[config.mk]
export PLATFORM = sky130hd
export DESIGN_NAME = imem_loader
export DESIGN_NICKNAME = d
export VERILOG_FILES = /design/src/rtl/imem_loader_pkg.sv /design/src/rtl/imem_word_packer.sv /design/src/rtl/imem_loader.sv
export SDC_FILE = /design/constraint.sdc
export NUM_CORES = 1
export LEC_CHECK = 0
export BUFFER_PORTS_ARGS = -buffer_cell sky130_fd_sc_hd__buf_2
export CAP_MARGIN = 5
export CORE_MARGIN = 1.5
export CORE_UTILIZATION = 53
export CTS_BUF_LIST = sky130_fd_sc_hd__clkbuf_4
export DETAILED_ROUTE_END_ITERATION = 16
export PLACE_DENSITY = 0.72
export SLEW_MARGIN = 15
export SYNTH_ARGS = -nofsm -noshare
export SYNTH_HDL_FRONTEND = slang
export SYNTH_SLANG_ARGS = --single-unit
[constraint.sdc]
create_clock -name clk -period 3.2 [get_ports clk]
set_input_delay 0.8 -clock clk [delete_from_list [all_inputs] [get_ports clk]]
set_output_delay 0.8 -clock clk [all_outputs]
set_load 0.02 [all_outputs]
[src/rtl/imem_loader_pkg.sv]
// Shared types and constants for the boot-time instruction loader.
package imem_loader_pkg;

  // Loader sequencing states: two header bytes, the data phase, then a
  // terminal success or rejection state that holds until restarted.
  typedef enum logic [2:0] {
    IDLE   = 3'd0,
    HDR_LO = 3'd1,
    HDR_HI = 3'd2,
    DATA   = 3'd3,
    DONE   = 3'd4,
    ERROR  = 3'd5
  } loader_state_t;

  // Number of bytes in the word-count header that precedes the program.
  localparam int unsigned HDR_BYTES = 2;

  // Bytes per instruction word; the stream is little-endian within a word.
  localparam int unsigned BYTES_PER_WORD = 4;

  // True for the states in which the loader is consuming host bytes.
  function automatic logic is_busy_state(input loader_state_t s);
    return (s == HDR_LO) || (s == HDR_HI) || (s == DATA);
  endfunction

endpackage

[src/rtl/imem_word_packer.sv]
// Packs accepted bytes into a little-endian 32-bit word. The first three
// bytes are held in an accumulator; the fourth byte is combined directly
// with it so the completed word is available in the same cycle it arrives.
module imem_word_packer
  import imem_loader_pkg::*;
(
  input  logic        clk,
  input  logic        reset_b,
  input  logic        clear_i,
  input  logic        byte_valid_i,
  input  logic [7:0]  byte_i,
  output logic        word_valid_o,
  output logic [31:0] word_o
);

  localparam logic [1:0] LAST_IDX = 2'(BYTES_PER_WORD - 1);

  logic [1:0]  idx_q, idx_d;
  logic [23:0] acc_q, acc_d;

  // Next byte index and accumulator contents; clear wins over a byte.
  always_comb begin
    idx_d = idx_q;
    acc_d = acc_q;
    if (clear_i) begin
      idx_d = '0;
      acc_d = '0;
    end else if (byte_valid_i) begin
      idx_d = idx_q + 2'd1;
      case (idx_q)
        2'd0:    acc_d[7:0]   = byte_i;
        2'd1:    acc_d[15:8]  = byte_i;
        2'd2:    acc_d[23:16] = byte_i;
        default: acc_d        = '0;
      endcase
    end
  end

  // Byte index and partial word storage, discarded on reset.
  always_ff @(posedge clk or negedge reset_b) begin
    if (!reset_b) begin
      idx_q <= '0;
      acc_q <= '0;
    end else begin
      idx_q <= idx_d;
      acc_q <= acc_d;
    end
  end

  // A word completes when the most-significant byte is accepted.
  always_comb begin
    word_valid_o = byte_valid_i & ~clear_i & (idx_q == LAST_IDX);
    word_o       = {byte_i, acc_q};
  end

endmodule

[src/rtl/imem_loader.sv]
// Boot-time instruction loader: receives a length-prefixed byte stream,
// writes packed words sequentially into imem and keeps the CPU in reset
// until the whole program has been written.
module imem_loader
  import imem_loader_pkg::*;
#(
  parameter int unsigned IMEM_DEPTH      = 1024,
  parameter int unsigned IMEM_ADDR_WIDTH = 10
) (
  input  logic                       clk,
  input  logic                       reset_b,
  input  logic                       load_start_i,
  input  logic                       rx_valid_i,
  input  logic [7:0]                 rx_data_i,
  output logic                       rx_ready_o,
  output logic                       wr_en_o,
  output logic [IMEM_ADDR_WIDTH-1:0] wr_addr_o,
  output logic [31:0]                wr_data_o,
  output logic                       cpu_reset_b_o,
  output logic                       busy_o,
  output logic                       done_o,
  output logic                       error_o,
  output logic [15:0]                words_loaded_o
);

  localparam int unsigned HDR_BITS = HDR_BYTES * 8;
  localparam logic [HDR_BITS:0] DEPTH_EXT = (HDR_BITS+1)'(IMEM_DEPTH);

  loader_state_t state_q, state_d;

  logic [HDR_BITS-1:0]        n_q, n_d;
  logic [15:0]                words_loaded_q, words_loaded_d;
  logic                       wr_en_q, wr_en_d;
  logic [IMEM_ADDR_WIDTH-1:0] wr_addr_q, wr_addr_d;
  logic [31:0]                wr_data_q, wr_data_d;
  logic                       cpu_reset_b_q, cpu_reset_b_d;
  logic                       busy_q, busy_d;
  logic                       done_q, done_d;
  logic                       error_q, error_d;

  logic                rx_ready;
  logic                accept;
  logic                data_byte;
  logic                word_valid;
  logic [31:0]         word;
  logic [HDR_BITS-1:0] n_full;
  logic                last_word;

  // Handshake: a byte moves only in a consuming state and never in a
  // restart cycle, so the restart byte is left for the host to re-offer.
  always_comb begin
    rx_ready  = is_busy_state(state_q) & ~load_start_i;
    accept    = rx_valid_i & rx_ready;
    data_byte = accept & (state_q == DATA);
    n_full    = {rx_data_i, n_q[7:0]};
    last_word = (words_loaded_q + 16'd1) == n_q;
  end

  assign rx_ready_o = rx_ready;

  imem_word_packer u_packer (
    .clk          (clk),
    .reset_b      (reset_b),
    .clear_i      (load_start_i),
    .byte_valid_i (data_byte),
    .byte_i       (rx_data_i),
    .word_valid_o (word_valid),
    .word_o       (word)
  );

  // Next-state logic for the loader sequence; restart overrides everything.
  always_comb begin
    state_d = state_q;
    if (load_start_i) begin
      state_d = HDR_LO;
    end else begin
      case (state_q)
        IDLE:   state_d = IDLE;
        HDR_LO: if (accept) state_d = HDR_HI;
        HDR_HI: begin
          if (accept) begin
            if (n_full == '0) begin
              state_d = DONE;
            end else if ({1'b0, n_full} > DEPTH_EXT) begin
              state_d = ERROR;
            end else begin
              state_d = DATA;
            end
          end
        end
        DATA:   if (word_valid && last_word) state_d = DONE;
        DONE:   state_d = DONE;
        ERROR:  state_d = ERROR;
        default: state_d = IDLE;
      endcase
    end
  end

  // Header latch, word counter and the registered write port.
  always_comb begin
    n_d            = n_q;
    words_loaded_d = words_loaded_q;
    wr_en_d        = 1'b0;
    wr_addr_d      = wr_addr_q;
    wr_data_d      = wr_data_q;
    if (load_start_i) begin
      n_d            = '0;
      words_loaded_d = '0;
    end else begin
      if (accept && (state_q == HDR_LO)) begin
        n_d[7:0] = rx_data_i;
      end
      if (accept && (state_q == HDR_HI)) begin
        n_d[15:8] = rx_data_i;
      end
      if (word_valid) begin
        wr_en_d        = 1'b1;
        wr_addr_d      = words_loaded_q[IMEM_ADDR_WIDTH-1:0];
        wr_data_d      = word;
        words_loaded_d = words_loaded_q + 16'd1;
      end
    end
  end

  // Status flags follow the next state so they change on the same edge as
  // the state; the CPU is released one edge after DONE is reached so the
  // final imem write has landed before fetch begins.
  always_comb begin
    busy_d        = is_busy_state(state_d);
    done_d        = (state_d == DONE);
    error_d       = (state_d == ERROR);
    cpu_reset_b_d = (state_q == DONE) & ~load_start_i;
  end

  // All loader state and registered outputs, cleared asynchronously.
  always_ff @(posedge clk or negedge reset_b) begin
    if (!reset_b) begin
      state_q        <= IDLE;
      n_q            <= '0;
      words_loaded_q <= '0;
      wr_en_q        <= 1'b0;
      wr_addr_q      <= '0;
      wr_data_q      <= '0;
      cpu_reset_b_q  <= 1'b0;
      busy_q         <= 1'b0;
      done_q         <= 1'b0;
      error_q        <= 1'b0;
    end else begin
      state_q        <= state_d;
      n_q            <= n_d;
      words_loaded_q <= words_loaded_d;
      wr_en_q        <= wr_en_d;
      wr_addr_q      <= wr_addr_d;
      wr_data_q      <= wr_data_d;
      cpu_reset_b_q  <= cpu_reset_b_d;
      busy_q         <= busy_d;
      done_q         <= done_d;
      error_q        <= error_d;
    end
  end

  assign wr_en_o        = wr_en_q;
  assign wr_addr_o      = wr_addr_q;
  assign wr_data_o      = wr_data_q;
  assign cpu_reset_b_o  = cpu_reset_b_q;
  assign busy_o         = busy_q;
  assign done_o         = done_q;
  assign error_o        = error_q;
  assign words_loaded_o = words_loaded_q;

endmodule

==> flow_summary.ini <==
[run_status]
status = finished clean

[floorplan]
core_area_mm2 = 0.00928
placementRows = 35
die_h_um = 101
die_w_um = 101
io_pins = 76
start_util = 0.549
die-area_mm2 = 0.0102

[critical_path]
reg2reg_to = busy_o$_DFF_PN0_
worstSetupStartpoint = words_loaded_o[0]$_DFFE_PN0P_
worstPathRequired_ps = 3560
r2r_cells = 7
end_kind = register
r2r-start = words_loaded_o[0]$_DFFE_PN0P_
crit_arrival_ps = 3190
start_kind = register
critical_path_class = register to register
critical_path.slowest_cell = or4_4
cp_cell_sequence = ha_1 -> nand2_1 -> or4_4 -> or3_1 -> o211ai_2 -> nand4_4 -> a41o_1
r2r_slack_ps = 360
crit_fanout = 10
cp_slowest_stage_delay_ps = 610

[sta]
fmax_mhz = 353
maxSlewViolCount = 0
max_slew_margin = 0.522
finalSetupViolCount = 0
timing.hold.ws_ps = 368
fin_crit_ps = 2840
rsz0062_at_grt = false
min_period_over_period = 0.886
hold_viol_final = 0
setup-tns-final_ps = 0
finClkSkew_ps = 19.4
worst_pin_slew_ps = 718

[clock_tree]
htree_levels = 3
clock_sinks = 108
clock_path_buffers = 2
cts_tree = yes
clk_latency_ps = 460
post-cts-setup-buffer-count = 0
cts_root_buffer = clkbuf_4
cts_resized = 0
clk_pin_slew_ps = 180
cts_buffers = 9
holdBufCountCts = 0

[route]
post-route-drc-count = 0
firstDrtPassIters = 4
routed_via_density = 5.43
wl_mm = 11.5
via_count = 3960
wl_per_cell_um = 15.7
ant_nets = 0
drtIter0Drc = 191

[logic_synthesis]
syn_nets = 553
netlist_top_cells_area = dfrtp_1 53%, nand2_1 10%, xnor2_1 3.6%
netlist_area_mm2 = 0.00510
synth_common_cells = 141 x nand2_1, 108 x dfrtp_1, 42 x nor2_1, 24 x clkbuf_1, 21 x xnor2_1
synthCells = 535
ys_ff_latch = 108
synth.distinct_cells = 51
async_reset_ff_frac = 1.00
seq_area_frac_synth = 0.530
synth_flop_cell = dfrtp_1
synth_warnings = 0
synth_top_area_frac = 0.530
synth_enable_flop_cells = 0
syn_area_per_cell_um2 = 9.53
synth.most_common_cell = nand2_1
synth_top_area_cell = dfrtp_1

[finish]
drive_gt1_frac = 0.180
fin_util = 0.613
diodes = 0
fin_nets = 613
final_area_mm2 = 0.00569
area_growth_pct = 11.7

[power]
ir_drop_uv = 213
leakage_nw = 2.92
power_density_mw_per_mm2 = 391
p_total_w = 0.00223

[grt]
grt_pass1_wl_mm = 18.6
grt_max_degree = 56
grt-ovfl-total = 0
antenna_found_initial = 0
grt_pass1_vias = 3758
grtUsageTotal = 0.234

[place]
placed_cell_area_mm2 = 0.00556
gp_congestion = 0.878
io_buffer_count = 75
dp_hpwl_mm = 7.81

[worst_hold_path]
hold_path.class = primary input to async pin

[run]
max_cap_violations = 0
-- cell type report --
class                      count  area (um2)
sequential                   108        2700
multi-input combinational    381        2200
timing repair buffer          83         450
clock inverter                 6        55.1
inverter                      12        45.0
clock buffer                  10        75.1
fill                         835        3590
tap                          129         161
-- cell usage in the layout (no fill, tap or decap), types with 3 or more instances in the layout --
cell type	synthesis	layout
nand2b_1	4	4
o21ai_0	12	12
or3_1	7	7
dfrtp_1	108	108
mux2i_1	18	18
buf_4	3	8
nor4b_1	4	4
clkbuf_4	0	10
a22o_1	16	16
nand4_1	5	5
xor2_1	12	12
nor2_1	42	42
a211oi_1	4	4
nor4_1	7	7
a21oi_1	17	17
nand4b_1	3	3
nand2_1	141	141
buf_2	5	74
xnor2_1	21	21
inv_1	12	12
ha_1	6	6
o21a_1	3	3
nand3_1	16	16
nor3_1	13	13
-- flip-flops by register name (all words and copies together), names as in the netlist --
| name | flops |
|---|---|
| cpu_reset_b_o | 1 |
| error_o | 1 |
| u_packer.acc_q | 24 |
| state_q | 3 |
| busy_o | 1 |
| wr_addr_o | 10 |
| wr_en_o | 1 |
| wr_data_o | 32 |
| done_o | 1 |
| words_loaded_o | 16 |
| n_q | 16 |
| u_packer.idx_q | 2 |
-- kinds of logic (layout without fill, tap and decap cells) --
group / Yosys count / count (layout) / share of synthesized area
fa+ha+maj: 6 / 6 / 0.0147
mux: 18 / 18 / 0.0354
flops: 108 / 108 / 0.530
buf+inv: 46 / 111 / 0.0376
xor+xnor: 33 / 33 / 0.0567
simple gates: 256 / 256 / 0.230
compound gates: 68 / 68 / 0.0955
-- power breakdown --
group          switching [W]  internal [W]  leakage [nW]
clock               0.000468      0.000184        0.0671
sequential         0.0000165       0.00138          1.49
combinational       0.000122     0.0000547          1.36
total               0.000606       0.00162          2.92
-- critical path, delay by kind of cell (launching register included) --
kind            cells  cell delay, ps
compound gates      2             350
simple gates        4            1420
fa+ha+maj           1             360
flops               1             600
-- stage by stage --
stage                     setup WS [ps]  std cells
after floorplan                     781        535
after global placement              559        713
after detailed placement            430        713
after CTS                           385        729
after global routing                185        729
final                               365        729
-- worst max-delay path by stage --
stage,endpoint,cells after the start
after floorplan,busy_o$_DFF_PN0_,8
after global placement,busy_o$_DFF_PN0_,7
after detailed placement,busy_o$_DFF_PN0_,7
after CTS,busy_o$_DFF_PN0_,7
after global routing,busy_o$_DFF_PN0_,7
final,busy_o$_DFF_PN0_,7
-- routing by layer --
| layer | vias up | share of wire | GRT usage |
|---|---|---|---|
| met4 | 0 | 0.023 | 0.105 |
| met3 | 24 | 0.070 | 0.0451 |
| met1 | 1887 | 0.45 | 0.329 |
| met2 | 134 | 0.46 | 0.352 |
| li1 | 1915 | - | - |
| met5 | - | 0 | 0 |
Note: power is estimated with default switching activity, not from simulation.
